===== src/rtl/instruction_decode.sv =====
// instruction_decode: MIPS decode stage with register file and ID/EX register.
// Define DECODE_BYPASS_EN to forward same-edge writeback data into rs/rt read data.
module instruction_decode #(
  parameter int IWIDTH   = 32,
  parameter int PC_WIDTH = 32,
  parameter int DWIDTH   = 32,
  parameter int AWIDTH   = 5
) (
  input  logic                d_clk,
  input  logic                d_rst,
  input  logic                d_i_ce,
  input  logic [IWIDTH-1:0]   d_i_instr,
  input  logic [PC_WIDTH-1:0] d_i_pc,
  input  logic                d_i_stall,
  input  logic                d_i_flush,
  input  logic                d_i_we,
  input  logic [AWIDTH-1:0]   d_i_waddr,
  input  logic [DWIDTH-1:0]   d_i_wdata,
  output logic                d_o_ce,
  output logic [PC_WIDTH-1:0] d_o_pc,
  output logic [5:0]          d_o_opcode,
  output logic [5:0]          d_o_funct,
  output logic [4:0]          d_o_shamt,
  output logic [AWIDTH-1:0]   d_o_rs,
  output logic [AWIDTH-1:0]   d_o_rt,
  output logic [DWIDTH-1:0]   d_o_rs_data,
  output logic [DWIDTH-1:0]   d_o_rt_data,
  output logic [DWIDTH-1:0]   d_o_imm,
  output logic [AWIDTH-1:0]   d_o_waddr,
  output logic                d_o_reg_we
);
  typedef struct packed {
    logic                ce;
    logic [PC_WIDTH-1:0] pc;
    logic [5:0]          opcode;
    logic [5:0]          funct;
    logic [4:0]          shamt;
    logic [AWIDTH-1:0]   rs;
    logic [AWIDTH-1:0]   rt;
    logic [DWIDTH-1:0]   rs_data;
    logic [DWIDTH-1:0]   rt_data;
    logic [DWIDTH-1:0]   imm;
    logic [AWIDTH-1:0]   waddr;
    logic                reg_we;
  } idex_t;
  localparam int DEPTH = 2**AWIDTH;
  logic [DWIDTH-1:0] rf_q [DEPTH];
  logic [DWIDTH-1:0] rf_d [DEPTH];
  idex_t idex_q, idex_d, load;
  logic [5:0] op;
  logic [AWIDTH-1:0] rs_a, rt_a, dst;
  logic fwd_rs, fwd_rt, wr;
  assign op   = d_i_instr[31:26];
  assign rs_a = AWIDTH'(d_i_instr[25:21]);
  assign rt_a = AWIDTH'(d_i_instr[20:16]);
  assign wr   = d_i_we && (d_i_waddr != '0);
`ifdef DECODE_BYPASS_EN
  assign fwd_rs = wr && (d_i_waddr == rs_a);
  assign fwd_rt = wr && (d_i_waddr == rt_a);
`else
  assign fwd_rs = 1'b0;
  assign fwd_rt = 1'b0;
`endif
  always_comb begin
    rf_d = rf_q;
    if (wr) rf_d[d_i_waddr] = d_i_wdata;
  end
  always_comb begin
    dst = (op == 6'h00) ? AWIDTH'(d_i_instr[15:11]) : (op == 6'h03) ? '1 : rt_a;
    load.ce      = 1'b1;
    load.pc      = d_i_pc;
    load.opcode  = op;
    load.funct   = d_i_instr[5:0];
    load.shamt   = d_i_instr[10:6];
    load.rs      = rs_a;
    load.rt      = rt_a;
    load.rs_data = fwd_rs ? d_i_wdata : rf_q[rs_a];
    load.rt_data = fwd_rt ? d_i_wdata : rf_q[rt_a];
    load.imm     = (op >= 6'h0C && op <= 6'h0E) ? DWIDTH'(d_i_instr[15:0]) :
                   (op == 6'h0F) ? DWIDTH'({d_i_instr[15:0], 16'h0000}) :
                   (op == 6'h02 || op == 6'h03) ? DWIDTH'(d_i_instr[25:0]) :
                   {{(DWIDTH-16){d_i_instr[15]}}, d_i_instr[15:0]};
    load.waddr   = dst;
    load.reg_we  = ((op == 6'h00 && d_i_instr[5:0] != 6'h08) || op[5:3] == 3'b001 ||
                    op == 6'h23 || op == 6'h03) && (dst != '0);
    idex_d = idex_q;
    if (d_i_flush || (!d_i_stall && !d_i_ce)) begin
      idex_d.ce     = 1'b0;
      idex_d.reg_we = 1'b0;
    end else if (!d_i_stall) idex_d = load;
  end
  always_ff @(posedge d_clk or negedge d_rst) begin
    if (!d_rst) begin
      for (int i = 0; i < DEPTH; i++) rf_q[i] <= '0;
      idex_q <= '0;
    end else begin
      rf_q   <= rf_d;
      idex_q <= idex_d;
    end
  end
  assign d_o_ce      = idex_q.ce;
  assign d_o_pc      = idex_q.pc;
  assign d_o_opcode  = idex_q.opcode;
  assign d_o_funct   = idex_q.funct;
  assign d_o_shamt   = idex_q.shamt;
  assign d_o_rs      = idex_q.rs;
  assign d_o_rt      = idex_q.rt;
  assign d_o_rs_data = idex_q.rs_data;
  assign d_o_rt_data = idex_q.rt_data;
  assign d_o_imm     = idex_q.imm;
  assign d_o_waddr   = idex_q.waddr;
  assign d_o_reg_we  = idex_q.reg_we;
endmodule


===== config.mk =====
export PLATFORM = sky130hd
export DESIGN_NAME = instruction_decode
export DESIGN_NICKNAME = d
export VERILOG_FILES = /design/src/rtl/instruction_decode.sv
export SDC_FILE = /design/constraint.sdc
export NUM_CORES = 2
export LEC_CHECK = 0
export ABC_CLOCK_PERIOD_IN_PS = 3930
export CORE_ASPECT_RATIO = 1.4
export CORE_MARGIN = 8
export CORE_UTILIZATION = 53
export CTS_CLUSTER_SIZE = 10
export DETAILED_ROUTE_END_ITERATION = 10
export PLACE_DENSITY = 0.77
export SLEW_MARGIN = 0
export SYNTH_ARGS = -nofsm -noshare
export SYNTH_HDL_FRONTEND = slang
export SYNTH_SLANG_ARGS = --single-unit
export TNS_END_PERCENT = 30

===== constraint.sdc =====
create_clock -name d_clk -period 3.93 [get_ports d_clk]
set_clock_uncertainty 0.15 [all_clocks]
set_input_delay 0.393 -clock d_clk [delete_from_list [all_inputs] [get_ports d_clk]]
set_output_delay 0.393 -clock d_clk [all_outputs]
set_load 0.005 [all_outputs]

==> results by group <==
Outcome
  – Status: finished, final reports clean

Clocking
  – CTS H-tree depth: 4
  – TritonCTS Buffers: 137
  – CTS sink count: 1186
  – Post-CTS Resized: 0
  – Post-CTS Setup Bufs: 0
  – TritonCTS clock tree: built
  – CTS clock-pin slew for the worst setup and hold paths: 0.05 ns
  – Clock buffer depth: 3
  – Clk_lat worst skew: 0.77 ns
  – Root Driver: clkbuf_16

Place
  – DP HPWL: around 120000 um
  – Cells after DPL: 5581
  – Placed Area: approximately 64000 um^2
  – Routability Congestion: ~0.89
  – Input/output buffers: 268

Logic synthesis
  – Ys async rst share: between 90% and 100%
  – Synth area leaders: dfrtp_1 (50%), mux2_2 (19%), mux4_2 (17%), mux2i_1 (2.6%), nand2_1 (2.0%)
  – Syn Nets: 4227
  – Seq cells post-synth: approximately 1200
  – Mapped Cells: a little over 4000
  – Distinct cell type count after synthesis: 60
  – Syn. warnings: 0
  – Mapped cell area: ~60000 um^2
  – Seq/Total Area, Yosys: 49.8%
  – Synth area leader: dfrtp_1
  – Syn Area/Cell: 14.5 um^2
  – Most common cell in the netlist: dfrtp_1
  – EDFF count, synth: 0
  – Commonest cells post-synth: dfrtp_1 (1186), mux2_2 (992), mux4_2 (448), nand2_1 (310), clkbuf_1 (257)
  – Post-synth top area share: 49.8%
  – Primary FF master, synth: dfrtp_1

Route
  – Met3 WL: 18800 um
  – DR vias: 40200
  – DRC Markers: 0
  – Final ANT Viol Nets: 0
  – DRT met1 WL: 68500 um
  – WL met2: 90500 um
  – Via density: 6.97
  – Drt wl/cell: between 30 and 40 um
  – Wire length after detailed routing: about 190000 um
  – Initial drt markers: around 4200
  – Top Layer Used: met5
  – First-pass DRT Iterations: 5

Global route
  – First-pass GRT wire length: 282000 um
  – Pin count of the biggest net entering global routing: 120
  – Number of global-route vias before repair: 42300
  – Initial antenna violation count: 12
  – Grt total ovfl: 0
  – GRT Total Usage: 30.7%

Die
  – Effective utilization at floorplan: 53.4%
  – Die Footprint: between 100000 and 150000 um^2
  – Die extent in x: 299 um
  – Core Rows: ~150
  – I/O Pins: 269
  – Die height: 413 um
  – Core box area: 112000 um^2

Power
  – Pwr per Cell Area: 515 nW/um^2
  – Power share of the sequential group: between 40% and 50%
  – Sw Ratio: 27.6%
  – NetSw: 9.66 mW
  – Comb power frac: 20.4%
  – Max VDD drop: 0.422 mV
  – Power share of the clock group: 32.7%
  – LEAKAGE: ~30 nW
  – Internal: 25.4 mW

Layout
  – Layout cells sized above 1: between 40% and 50%
  – Area delta synth->final: 14.4%
  – Fin nets: roughly 4400
  – Post-Layout Cell Count: slightly below 6000
  – Design Area, Final: slightly below 70000 um^2

Timing
  – Post-route minimum period: 2.65 ns
  – Slew Limit Headroom: 13.3%
  – Hold Violations, Final: 0
  – Worst-margin pin slew: 1.30 ns
  – Count of final setup violators: 0
  – Max-slew violations: 0
  – Fin crit share: 67.4%
  – Max frequency: 0.378 GHz
  – Unrepaired setup endpoints after global routing: no
  – Hold slack: 0.0397 ns
  – Setup TNS: 0 ns

Job
  – Max Cap Viol: 0

Critical path
  – Top delay family on crit path: flip-flops
  – CP Max Fanout: 3
  – WP data required: 3.39 ns
  – Crit-path slowest cell: dfrtp_1
  – Slowest stage delay, CP: 0.70 ns
  – CP endpoint kind: output port
  – Crit-path cells: clkdlybuf4s50_1
  – R2r setup slk: 1.96 ns
  – CP Data Arrival Time: 2.10 ns
  – Crit path buf inv count: 1
  – Setup CP Type: reg -> out
  – Critical path launch point type: register

Min path
  – Min-Delay Path Class: in -> reg
-- timing repair --
item	in CTS	in global routing
endpoints found under the setup margin	0	0
hold buffers	21	0
endpoints found under the hold margin	66	0
-- worst paths after layout --
| check | startpoint | endpoint | cells after the start |
|---|---|---|---|
| max | d_o_rt_data[16] | d_o_rt_data[16] | 1 |
| min | d_i_pc[23] | d_o_pc[23] | 3 |
| max reg2reg | rf_q[596] | d_o_rt_data[20] | 5 |
| min reg2reg | rf_q[999] | rf_q[999] | 0 |
| max in group asynchronous | d_rst | d_o_rt[2] | 3 |
| min in group asynchronous | d_rst | rf_q[286] | 2 |
-- power by group through the flow --
stage / Clock, mW / Sequential [mW] / Combinational [mW]
floorplan: 0 / 15.8 / 4.73
global placement: 0 / 16.3 / 6.95
detailed placement: 0 / 16.5 / 7.12
CTS: 11.6 / 16.3 / 7.18
global route: 12.0 / 16.6 / 7.61
finish: 11.5 / 16.4 / 7.17
-- final cells by class --
type,instances,area (um^2)
diodes,8,20.0
inverters,3,11.3
well taps,1470,1840
repair buffers,450,4720
fillers,8350,43400
clock inverters,7,109
flip-flops and latches,1186,29700
multi-input cells,2493,28100
clock buffers,152,3680
-- tightest hold or removal path, stage by stage --
cell	delay, ns
clkdlybuf4s50_1	0.40
nand2_1	0.06
nand2_1	0.04
-- layout by cell type, fill, tap and decap left out, types with 4 or more instances in the layout --
| cell type | synthesis | final |
|---|---|---|
| dfrtp_1 | 1186 | 1186 |
| mux2_2 | 992 | 992 |
| mux4_2 | 448 | 448 |
| nand2_1 | 310 | 291 |
| clkdlybuf4s50_1 | 0 | 261 |
| mux2i_1 | 155 | 155 |
| clkbuf_16 | 0 | 145 |
| o22ai_1 | 136 | 136 |
| buf_4 | 10 | 114 |
| a22oi_1 | 89 | 89 |
| buf_12 | 5 | 48 |
| o21ai_0 | 46 | 46 |
| nor2_1 | 59 | 42 |
| o211a_1 | 29 | 29 |
| o31ai_1 | 29 | 29 |
| o211ai_1 | 27 | 27 |
| or4_1 | 26 | 26 |
| o21ai_1 | 25 | 25 |
| dlygate4sd3_1 | 0 | 21 |
| nand2_2 | 0 | 19 |
| nor2_4 | 0 | 17 |
| nor3b_1 | 11 | 11 |
| a21oi_1 | 11 | 11 |
| nor3_1 | 10 | 10 |
| nand3_1 | 10 | 10 |
| nor2b_1 | 9 | 9 |
| diode_2 | 0 | 8 |
| or2_2 | 7 | 7 |
| a211oi_1 | 7 | 7 |
| nand3b_1 | 5 | 5 |
| clkbuf_1 | 257 | 4 |
| buf_8 | 6 | 4 |
-- sequential cells by signal, indices dropped and copies added, names as in the netlist --
register,count
d_o_pc,32
d_o_reg_we,1
d_o_ce,1
d_o_rs_data,32
d_o_rt_data,32
d_o_opcode,6
rf_q,1024
d_o_imm,32
d_o_rs,5
d_o_rt,5
d_o_waddr,5
d_o_shamt,5
d_o_funct,6
-- layer usage --
metal | vias to the layer above | GRT usage, %
met3 | 611 | 8.54
li1 | 15900 | -
met5 | - | 0
met4 | 6 | 17.8
met2 | 2365 | 48.9
met1 | 21300 | 37.6
-- metrics by stage --
step	worst slack, ns	util [%]	power (mW)
5_1_grt	1.27	61.0	36.3
2_1_floorplan	1.64	-	20.5
6_report	1.28	61.1	35.1
3_3_place_gp	0.754	57.5	23.3
3_5_place_dp	0.640	57.5	23.6
4_1_cts	1.28	61.0	35.1
-- cells by family (layout without fill, tap and decap cells) --
kind of cell | Yosys count | count (layout) | share of synthesized area, %
and+or+nand+nor | 476 | 476 | 3.56
muxes | 1595 | 1595 | 38.3
AOI/OAI and AO/OA | 422 | 422 | 4.87
DFF | 1186 | 1186 | 49.8
other | 0 | 8 | 0
buffers and inverters | 441 | 612 | 3.43
Power figures use the tool's default switching activity.
